File: config.mk
export PLATFORM = sky130hd
export DESIGN_NAME = alu_result_buffer
export DESIGN_NICKNAME = d
export VERILOG_FILES = /design/src/rtl/alu_pkg.sv /design/src/rtl/sync_fifo.sv /design/src/rtl/alu_result_buffer.sv
export SDC_FILE = /design/constraint.sdc
export NUM_CORES = 1
export LEC_CHECK = 0
export BUFFER_PORTS_ARGS = -buffer_cell sky130_fd_sc_hd__buf_2
export CORE_MARGIN = 2
export CORE_UTILIZATION = 30
export DETAILED_ROUTE_END_ITERATION = 6
export PLACE_DENSITY = 0.43
export SKIP_LAST_GASP = 1
export SLEW_MARGIN = 25
export SYNTH_ARGS = -nofsm -noshare
export SYNTH_HDL_FRONTEND = slang
export SYNTH_SLANG_ARGS = --single-unit
File: constraint.sdc
create_clock -name clk -period 3.05 [get_ports clk]
set_input_delay 0.61 -clock clk [delete_from_list [all_inputs] [get_ports clk]]
set_output_delay 0.61 -clock clk [all_outputs]
set_load 0.02 [all_outputs]
File: src/rtl/alu_pkg.sv
// Shared ALU definitions: opcode encodings, flag bit positions and flag derivation.
package alu_pkg;

  localparam int unsigned ALU_W = 32;

  typedef enum logic [2:0] {
    OP_NOT = 3'd0,
    OP_OR  = 3'd1,
    OP_AND = 3'd2,
    OP_NEG = 3'd3,
    OP_ADD = 3'd4,
    OP_SUB = 3'd5,
    OP_MUL = 3'd6,
    OP_DIV = 3'd7
  } alu_op_e;

  localparam int unsigned FLG_Z = 0;
  localparam int unsigned FLG_N = 1;
  localparam int unsigned FLG_D = 2;
  localparam int unsigned FLG_W = 3;

  // Width-independent: caller supplies the zero test and the sign bit.
  function automatic logic [FLG_W-1:0] alu_flags(input logic       is_zero,
                                                 input logic       msb,
                                                 input logic [2:0] op,
                                                 input logic       divz);
    logic [FLG_W-1:0] f;
    f        = '0;
    f[FLG_Z] = is_zero;
    f[FLG_N] = msb;
    f[FLG_D] = (op == OP_DIV) && divz;
    return f;
  endfunction

endpackage

File: src/rtl/sync_fifo.sv
// Synchronous circular-buffer FIFO with explicit occupancy count and flush.
module sync_fifo #(
  parameter int unsigned DW    = 8,
  parameter int unsigned DEPTH = 4
) (
  input  logic                     clk,
  input  logic                     rst,
  input  logic                     flush,
  input  logic                     wr_en,
  input  logic [DW-1:0]            wr_data,
  input  logic                     rd_en,
  output logic [DW-1:0]            rd_data,
  output logic                     full,
  output logic                     empty,
  output logic [$clog2(DEPTH):0]   count
);

  localparam int unsigned AW = $clog2(DEPTH);
  localparam int unsigned CW = AW + 1;

  logic [DW-1:0] mem [DEPTH];
  logic [AW-1:0] wptr;
  logic [AW-1:0] rptr;
  logic [CW-1:0] cnt;
  logic          push;
  logic          pop;

  assign full  = (cnt == CW'(DEPTH));
  assign empty = (cnt == '0);
  assign count = cnt;
  assign push  = wr_en && !full;
  assign pop   = rd_en && !empty;

  // Gating on empty gives a zero head after reset without resetting storage.
  assign rd_data = empty ? '0 : mem[rptr];

  always_ff @(posedge clk) begin
    if (push && !flush) begin
      mem[wptr] <= wr_data;
    end
  end

  always_ff @(posedge clk or posedge rst) begin
    if (rst) begin
      wptr <= '0;
      rptr <= '0;
      cnt  <= '0;
    end else if (flush) begin
      wptr <= '0;
      rptr <= '0;
      cnt  <= '0;
    end else begin
      if (push) begin
        wptr <= wptr + AW'(1);
      end
      if (pop) begin
        rptr <= rptr + AW'(1);
      end
      case ({push, pop})
        2'b10:   cnt <= cnt + CW'(1);
        2'b01:   cnt <= cnt - CW'(1);
        default: cnt <= cnt;
      endcase
    end
  end

endmodule

File: src/rtl/alu_result_buffer.sv
// Registered output stage for the ALU: derives status flags at accept time and
// queues {flags, op, res} so consumer back-pressure never reaches the ALU path.
module alu_result_buffer
  import alu_pkg::*;
#(
  parameter int unsigned W     = ALU_W,
  parameter int unsigned DEPTH = 4
) (
  input  logic                   clk,
  input  logic                   rst,
  input  logic                   in_valid,
  output logic                   in_ready,
  input  logic [W-1:0]           in_res,
  input  logic [2:0]             in_op,
  input  logic                   in_divz,
  input  logic                   flush,
  output logic                   out_valid,
  input  logic                   out_ready,
  output logic [W-1:0]           out_res,
  output logic [2:0]             out_op,
  output logic [2:0]             out_flags,
  output logic [$clog2(DEPTH):0] count,
  output logic                   divz_sticky
);

  localparam int unsigned DW = W + 6;

  logic [FLG_W-1:0] in_flags;
  logic [DW-1:0]    wr_word;
  logic [DW-1:0]    rd_word;
  logic             full;
  logic             empty;
  logic             push;

  always_comb begin
    in_flags = '0;
    in_flags = alu_flags(in_res == '0, in_res[W-1], in_op, in_divz);
  end

  assign wr_word   = {in_flags, in_op, in_res};
  assign in_ready  = !full;
  assign out_valid = !empty;
  assign push      = in_valid && in_ready;

  assign out_res   = rd_word[W-1:0];
  assign out_op    = rd_word[W+2:W];
  assign out_flags = rd_word[W+5:W+3];

  sync_fifo #(
    .DW    (DW),
    .DEPTH (DEPTH)
  ) u_fifo (
    .clk     (clk),
    .rst     (rst),
    .flush   (flush),
    .wr_en   (in_valid),
    .wr_data (wr_word),
    .rd_en   (out_ready),
    .rd_data (rd_word),
    .full    (full),
    .empty   (empty),
    .count   (count)
  );

  // Input presented during flush is discarded, so it cannot set the sticky bit.
  always_ff @(posedge clk or posedge rst) begin
    if (rst) begin
      divz_sticky <= 1'b0;
    end else if (flush) begin
      divz_sticky <= 1'b0;
    end else if (push && in_flags[FLG_D]) begin
      divz_sticky <= 1'b1;
    end
  end

endmodule

==> flow_summary.toml, run 1 <==
[global_route]
grt_util_all_layers_pct = 13.03
antenna_found_initial = 0
grt_pass1_wl_um = 20870
grt_max_degree = 32
grt_pass1_vias = 3489
grt_overflow = 0

[cells_and_area]
mostFrequentLayoutCells = "148 x edfxtp_1, 84 x buf_2, 38 x and2_1, 37 x mux4_2, 17 x clkbuf_16"
syn2layout_area_growth_pct = 21.74
fillers = 1903
nNetsFinal = 459
final_util_pct = 37.40
layout-drive-gt1-share_pct = 39.95
final_common_cell = "edfxtp_1"
diodes = 0

[power_and_ir_drop]
irDropWorstVdd_uv = 306.5
clkPwrFrac_pct = 36.1
power_density_nw_per_um2 = 702.4
swShare_pct = 25.21
p_int_mw = 4.002
p_leak_nw = 2.635
seq_power_share_pct = 46.2
p_sw_mw = 1.349
pwr-share-comb_pct = 17.7

[logic_synthesis]
synth_area_leader_cell = "edfxtp_1"
yosys.cell_types.count = 34
synth-xor-area-share_pct = 0.4199
synth_top_family_by_area = "multiplexers"
ys_top_cells_by_area = "edfxtp_1 71%, mux4_2 13%, and2_1 4.2%"
synthSimpleGateAreaFrac_pct = 7.319
seq_area_frac_synth_pct = 74.23
synth_area_um2 = 6257
synth_nets = 361
yosys_register_bits = 156
synthMuxAreaShare_pct = 13.32
avgSynthCellArea_um2 = 19.86
synth_warnings = 0
synth_compound_area_share_pct = 1.620
syn_inst = 315
synth_top_cell_area_share_pct = 71.03
synth-adder-area-share_pct = 1.120

[worst_setup_path]
crit_type = "reg2out"
crit_fanout = 14
path_cells = "buf_4 -> mux4_2 -> and2_1 -> buf_2"
critPathLaunchType = "register"
crit_path_top_delay_cell = "dfrtp_2"
cp.required_ns = 2.44
end_kind = "primary output"
cpPeakStageDelay_ns = 0.63
cp.arrival_ns = 2.04
rrSetupSlack_ns = 0.64

[sta]
hold_viol = 0
final-setup-viol-count = 0
maxSlewViolCount = 0
fin_tns_setup_ns = 0
whs_ns = 0.1676
rsz0062_at_grt = "false"
slew_headroom_pct = 64.53
fin_crit_ns = 2.647
fin_skew_ns = 0.004937
fin_crit_sh_pct = 86.80
fmax_ghz = 0.3777
worst_pin_slew_ns = 0.5321

[clock_tree]
cts_tree = "yes"
postCtsSetupRepairBufs = 0
cts_sinks = 156
clock_latency_ns = 0.41
cts_buffers = 17
clock-root-buffer = "clkbuf_16"
ctsResizeCount = 0
clk_pin_slew_ns = 0.06
hold_buffers = 0
h-tree-depth = 4
clockBufferDepth = 2

[routing]
detail_route.vias_per_cell = 4.633
drtPass1Iterations = 4
drcViolationCount = 0
ant_nets = 0
via_count = 3211
drt_iter0_markers = 230
routed_wl_um = 13310
wl_per_cell_um = 19.20

[flow_run]
max_cap_violations = 0

[die]
die_height_um = 148.4
num_rows = 52
initial_core_util_pct = 30.73
core-area_um2 = 20360
design.portCount = 85
die_x_um = 148.4
die-area_um2 = 22030

[placement]
io_buffers = 84
place_congestion = 0.7124
hpwl_um = 8457

[hold_path]
hold_path.class = "in2async"

[run_status]
status = "finished clean"
Yosys cell counts:
master     count
edfxtp_1     148
and2_1        42
mux4_2        37
dfrtp_1        8
nor4_1         8
nor2_1         7
a21oi_1        6
buf_2          6
clkbuf_1       5
inv_1          5
ha_1           4
nand2b_1       4
nand3_1        4
buf_4          3
buf_6          3
nand2_1        3
nand4_1        2
o21ai_0        2
or3_1          2
xor2_1         2
a2111oi_2      1
a211oi_1       1
a31o_2         1
a31oi_1        1
a32oi_1        1
and3_1         1
and4_1         1
fa_1           1
nand2_2        1
nand3b_1       1
o211ai_1       1
o31ai_1        1
or3b_2         1
xnor2_1        1
through the flow:
stage          instance area, µm²  cells  power [mW]  worst slack [ns]
6_report                     7617    693       5.351            0.4026
3_3_place_gp                 7083    664       3.491            0.7218
2_1_floorplan                6257    315       3.153            0.6327
3_5_place_dp                 7083    664       3.496            0.6537
4_1_cts                      7617    693       5.438            0.3549
5_1_grt                      7617    693       5.604            0.2951
critical path: cells and delay by family (launching register included):
kind	cells	cell delay (ns)
flip-flops	1	0.63
buffers and inverters	2	0.48
multiplexers	1	0.31
AND/OR/NAND/NOR	1	0.19
cells by family (layout without fill, tap and decap cells):
group                    Yosys count  count (layout)
AO/OA/AOI/OAI                     15              15
multiplexers                      37              37
AND/OR/NAND/NOR                   77              77
adder cells (fa/ha/maj)            5               5
XOR/XNOR                           3               3
buffers and inverters             22             130
flip-flops                       156             156
per-layer routing:
metal / up-vias / global-route usage, % / share of wire (%)
met1: 1676 / 17.31 / 46
met4: 0 / 4.381 / 1.3
met2: 65 / 20.90 / 49
met3: 13 / 3.436 / 3.7
met5: - / 0 / 0
li1: 1457 / - / -
cell type report:
cell class	instances	area (µm²)	share of cell area, %
Timing Repair Buffer	96	585.6	7.687
Clock buffer	18	429.2	5.634
Clock inverter	11	105.1	1.380
Tap cell	270	337.8	4.435
Sequential cell	156	4647	61.01
Multi-Input combinational cell	137	1494	19.61
Inverter	5	18.77	0.2464
path summary, 6_finish.rpt:
kind,end,startpoint,cells after the start
worst max-delay path,out_res[15],u_fifo.rptr[1]$_DFFE_PP0P_,4
worst min-delay path,u_fifo.count[0]$_DFFE_PP0P_,rst,2
worst max register to register,u_fifo.count[1]$_DFFE_PP0P_,u_fifo.count[1]$_DFFE_PP0P_,7
worst min register to register,divz_sticky$_DFFE_PP0P_,divz_sticky$_DFFE_PP0P_,2
max in group asynchronous,u_fifo.rptr[0]$_DFFE_PP0P_,rst,2
min in group clk,u_fifo.mem[3][30]$_DFFE_PP_,in_res[30],1
power groups by stage:
stage / combinational, mW / sequential [mW] / clock (mW)
6_report: 0.948 / 2.47 / 1.93
5_1_grt: 1.04 / 2.48 / 2.08
4_1_cts: 0.981 / 2.47 / 1.98
3_5_place_dp: 0.978 / 2.52 / 0
3_3_place_gp: 0.976 / 2.51 / 0
2_1_floorplan: 0.640 / 2.51 / 0
registers in the layout, summed over array words and instances (netlist names):
signal        cells
divz_sticky       1
u_fifo.count      3
u_fifo.rptr       2
u_fifo.mem      148
u_fifo.wptr       2
Power figures use the tool's default switching activity.
==> run 2: changes to the inputs <==
ABC_AREA = 1   (was unset)
==> run 2 against run 1 <==
Sequential power increased by 3%; clock skew increased by 0.0033 ns; highest routed layer unchanged; utilization is 0.42 points lower; clock power increased by 10%; die area increased by 1.2%; largest power group unchanged.
==> flow_summary.toml, run 2 <==
[routing]
via_count = 4111
routed_wl_um = 15030
drcViolationCount = 0
ant_nets = 0
wl_per_cell_um = 16.72
drtPass1Iterations = 4
drt_iter0_markers = 245
detail_route.vias_per_cell = 4.573

[cells_and_area]
nNetsFinal = 657
final_util_pct = 36.98
largest_reg_flops = 148
diodes = 0
top_register = "u_fifo.mem"
layout-drive-gt1-share_pct = 22.60
mostFrequentLayoutCells = "158 x nor2_1, 148 x edfxtp_1, 84 x buf_2, 52 x o21ai_1, 39 x a21oi_1"
fin_area_um2 = 7725
finalNonFillerCells = 899
syn2layout_area_growth_pct = 21.97
final_common_cell = "nor2_1"

[die]
die-area_um2 = 22290
die_height_um = 149.3
core-area_um2 = 20890
die_x_um = 149.3
design.portCount = 85
num_rows = 53
initial_core_util_pct = 30.32

[sta]
final-setup-viol-count = 0
whs_ns = 0.1377
fin_crit_ns = 2.631
hold_viol = 0
maxSlewViolCount = 0
fin_skew_ns = 0.008272
rsz0062_at_grt = "false"
worst_pin_slew_ns = 0.5712
fin_crit_sh_pct = 86.27
fmax_ghz = 0.3801
fin_tns_setup_ns = 0
slew_headroom_pct = 61.88

[placement]
place_congestion = 0.7758
hpwl_um = 9738
io_buffers = 84
placed_area_um2 = 7129
placed_cells = 867

[worst_setup_path]
critPathLaunchType = "register"
end_kind = "primary output"
crit_fanout = 17
cp.arrival_ns = 2.02
crit_type = "reg2out"
cp.required_ns = 2.44

[logic_synthesis]
synth_area_leader_cell = "edfxtp_1"
yosys_register_bits = 156
yosysMostFrequentCell = "nor2_1"
synth_top_cell_area_share_pct = 70.17
synth_warnings = 0
synth-async-reset-ratio_pct = 5.128
ys_top_cells_by_area = "edfxtp_1 70%, nor2_1 9.6%, o21ai_1 4.1%"
avgSynthCellArea_um2 = 12.09
seq_area_frac_synth_pct = 73.33
syn_inst = 524
synth_nets = 570
synth_flop_cell = "edfxtp_1"
synth_commonest_cells = "162 x nor2_1, 148 x edfxtp_1, 52 x o21ai_1"
synth-edff-count = 148
yosys.cell_types.count = 26
synth_area_um2 = 6334

[clock_tree]
postCtsSetupRepairBufs = 0
cts_sinks = 156
hold_buffers = 0
cts_tree = "yes"
clk_pin_slew_ns = 0.06
h-tree-depth = 4
ctsResizeCount = 0
clock_latency_ns = 0.42
clock-root-buffer = "clkbuf_16"
clockBufferDepth = 2
cts_buffers = 17

[flow_run]
max_cap_violations = 0

[global_route]
grt_max_degree = 76
grt_pass1_wl_um = 23490
antenna_found_initial = 0
grt_overflow = 0
grt_pass1_vias = 4090
grt_util_all_layers_pct = 14.02

[power_and_ir_drop]
irDropWorstVdd_uv = 358.3
power_density_nw_per_um2 = 891.2
p_leak_nw = 2.833

[hold_path]
hold_path.class = "in2async"

[run_status]
status = "finished clean"
[run 2: worst max-delay path: stages (launching register included)]
cell and delay, ns:
dfrtp_1 0.37, inv_1 0.42, buf_4 0.36, nor2_1 0.10, o21ai_1 0.09, a21oi_1 0.09, buf_2 0.16
[run 2: report_power, final]
group          internal [mW]  switching (mW)  leakage [nW]
Sequential              2.48          0.0629          1.45
Combinational          0.650            1.56          1.09
Clock                   1.28           0.847         0.285
Total                   4.41            2.47          2.83
[run 2: layout make-up]
cell class              instances  area (µm²)
clock inverters                15       170.2
flip-flops and latches        156        4646
fillers                      2038       13160
inverters                      16       60.06
repair buffers                 96       573.1
multi-input cells             324        1506
clock buffers                  17       425.4
well taps                     275       344.1
[run 2: layer usage]
layer	wire, µm	share of wire [%]	track usage (%)	vias up
li1	-	-	-	2014
met1	7661	51	20.24	1991
met2	6679	44	21.36	96
met3	588	3.9	3.303	10
met4	99	0.66	3.571	0
met5	0	0	0	-
[run 2: worst paths after layout]
path | from | end | slack [ns] | cells after the start
max in group asynchronous | rst | u_fifo.rptr[0]$_DFFE_PP0P_ | 2.64 | 2
worst min register to register | divz_sticky$_DFFE_PP0P_ | divz_sticky$_DFFE_PP0P_ | 0.49 | 2
worst min-delay path | rst | u_fifo.count[0]$_DFFE_PP0P_ | 0.14 | 2
worst max register to register | u_fifo.count[0]$_DFFE_PP0P_ | u_fifo.mem[0][26]$_DFFE_PP_ | 0.94 | 7
min in group clk | in_res[4] | u_fifo.mem[0][4]$_DFFE_PP_ | 0.43 | 1
worst max-delay path | u_fifo.rptr[1]$_DFFE_PP0P_ | out_res[31] | 0.42 | 6
[run 2: cell families (layout without fill, tap and decap cells)]
| group | Yosys count | count (layout) | share of synthesized area, % |
|---|---|---|---|
| AOI/OAI and AO/OA | 118 | 118 | 9.423 |
| buffers and inverters | 44 | 144 | 3.358 |
| xor gates and xnor gates | 1 | 1 | 0.1383 |
| adders and majority gates | 5 | 5 | 1.106 |
| and+or+nand+nor | 200 | 200 | 12.64 |
| DFF | 156 | 156 | 73.33 |
[run 2: stage by stage]
step | setup slack (ns) | total power [mW]
5_1_grt | 0.2462 | 7.270
4_1_cts | 0.3903 | 6.981
3_3_place_gp | 0.8315 | 4.823
2_1_floorplan | 0.03732 | 4.044
6_report | 0.4188 | 6.885
3_5_place_dp | 0.7840 | 4.849
==> run 3: changes to the inputs <==
==> constraint.sdc (replaced) <==
create_clock -name clk -period 3.3 [get_ports clk]
set_input_delay 0.165 -clock clk [delete_from_list [all_inputs] [get_ports clk]]
set_output_delay 0.165 -clock clk [all_outputs]
set_load 0.02 [all_outputs]
==> run 3 against run 2 <==
Via count up 4.5%; first-iteration DRC count up 0.41%; cell area up 2.8%; critical path depth unchanged; register-to-register slack better by 0.15 ns; flip-flop and latch count unchanged; highest routed layer unchanged; sequential power down 6%; worst hold slack worse by 0.13 ns; largest cell class unchanged; routed wire length up 5.1%; power down 8.2%; sequential share of layout area down 1.6 points; utilization up 1.0 points.
==> flow_summary.toml, run 3 (synthesis gave the netlist of run 2 again) <==
[sta]
fmax_ghz = 0.3975
fin_crit_ns = 2.516
final-setup-viol-count = 0
worst_slack_ns = 0.7840
rsz0062_at_grt = "false"
maxSlewViolCount = 0
worst_pin_slew_ns = 0.8878
fin_crit_sh_pct = 76.24
hold_viol = 0
fin_skew_ns = 0.007720
slew_headroom_pct = 40.75
fin_tns_setup_ns = 0

[clock_tree]
clockBufferDepth = 2
h-tree-depth = 4
clock_latency_ns = 0.42
ctsResizeCount = 0
cts_sinks = 156
cts_buffers = 17
clock-root-buffer = "clkbuf_16"
clk_pin_slew_ns = 0.06
cts_tree = "yes"

[worst_setup_path]
cpPeakStageDelay_ns = 0.65
path_cells = "inv_1 -> buf_4 -> nor2_1 -> o21ai_1 -> a21oi_1 -> buf_2"
worstSetupEndpoint = "out_res[21]"
end_kind = "primary output"
rrSetupSlack_ns = 1.09
rr_worst_depth = 7
cp.arrival_ns = 2.35
crit_fanout = 23
cpLargestDelayFamily = "buffers and inverters"
r2r_end = "u_fifo.mem[1][28]$_DFFE_PP_"
r2r_start = "u_fifo.count[1]$_DFFE_PP0P_"
crit_type = "reg2out"
crit_path_top_delay_cell = "inv_1"
cp.depth = 6
critPathLaunch = "u_fifo.rptr[1]$_DFFE_PP0P_"
cp.required_ns = 3.13
worst-path-buf-inv = 3
critPathLaunchType = "register"

[hold_path]
hold_path.class = "in2reg"

[placement]
place_congestion = 0.7453
hpwl_um = 9329
io_buffers = 84
pre_cts_ws_ns = 1.073

[global_route]
grt_pass1_vias = 4226
grt_pass1_wl_um = 24330
use_met3_pct = 3.456
antenna_found_initial = 0
grt_max_degree = 46
grtUsageMet2_pct = 22.37
met1_usage_pct = 20.78
grt_util_all_layers_pct = 14.67
grt_overflow = 0
grt.busiest_layer = "met2"

[cells_and_area]
diodes = 0
layout-drive-gt1-share_pct = 21.32
top_register = "u_fifo.mem"
syn2layout_area_growth_pct = 25.37
nNetsFinal = 686
largest_reg_flops = 148
final_common_cell = "nor2_1"
fillers = 2044
mostFrequentLayoutCells = "158 x nor2_1, 148 x edfxtp_1, 84 x buf_2, 52 x o21ai_1, 39 x a21oi_1"

[routing]
drtPass1Iterations = 4
drcViolationCount = 0
ant_nets = 0
detail_route.vias_per_cell = 4.633
wl_per_cell_um = 17.04
routed_wl_um = 15790
drt_iter0_markers = 246
via_count = 4295

[die]
die_height_um = 149.3
num_rows = 53
initial_core_util_pct = 30.32
die_x_um = 149.3
die-area_um2 = 22290
core-area_um2 = 20890
design.portCount = 85

[power_and_ir_drop]
irDropWorstVdd_uv = 689.0
p_leak_nw = 2.935
power_density_nw_per_um2 = 796.0

[run_status]
status = "finished clean"

[flow_run]
max_cap_violations = 0
==> run 3: cell types whose count changed in the layout (fill, tap and decap cells not counted) <==
cell | previous run | this run
clkinv_1 | 3 | 2
clkinvlp_4 | 3 | 2
inv_6 | 3 | 0
buf_4 | 7 | 11
clkinv_2 | 3 | 5
dlygate4sd3_1 | 0 | 30
buf_12 | 5 | 0
clkbuf_1 | 0 | 1
clkinv_4 | 1 | 2
==> run 3: repair_timing <==
item / CTS / global route
hold endpoints to repair: 116 / 0
setup buffers: 0 / 0
hold buffers: 30 / 0
==> run 3: area by class of cell <==
cell class / count / area [µm²] / area share (%)
Inverter: 16 / 60.06 / 0.7564
Multi-Input combinational cell: 324 / 1506 / 18.97
Clock inverter: 13 / 151.4 / 1.907
Clock buffer: 18 / 429.2 / 5.405
Timing Repair Buffer: 125 / 803.3 / 10.12
Tap cell: 275 / 344.1 / 4.333
Sequential cell: 156 / 4646 / 58.51
==> run 3: worst min-delay path by stage <==
stage	startpoint	end	slack, ns	cells after the start
floorplan	rst	divz_sticky$_DFFE_PP0P_	-0.02	1
global placement	rst	u_fifo.count[0]$_DFFE_PP0P_	0.15	2
detailed placement	rst	u_fifo.count[2]$_DFFE_PP0P_	0.15	2
CTS	in_res[26]	u_fifo.mem[0][26]$_DFFE_PP_	0.003	1
global route	in_res[27]	u_fifo.mem[1][27]$_DFFE_PP_	0.001	1
finish	in_res[26]	u_fifo.mem[0][26]$_DFFE_PP_	0.01	1
==> run 3: per-stage QoR <==
stage	utilization [%]	power [mW]	hold slack, ns	cells	area, µm²
finish	38.01	6.320	0.01179	927	7940
global route	38.01	6.678	0.001482	927	7940
CTS	38.01	6.404	0.002707	927	7940
detailed placement	33.79	4.431	0.1523	866	7059
global placement	33.79	4.421	0.1484	866	7059
floorplan	-	3.738	-0.01934	524	6334
==> run 3: report_power, final <==
part,switching [mW],total [mW],internal (mW)
combinational,1.43,2.00,0.568
sequential,0.0929,2.38,2.29
clock,0.758,1.93,1.18
==> run 3: layer usage <==
metal / wire length [µm] / vias up / share of wire (%)
li1: - / 2067 / -
met3: 686 / 12 / 4.3
met1: 7828 / 2093 / 50
met2: 7148 / 123 / 45
met5: 0 / - / 0
met4: 129 / 0 / 0.82
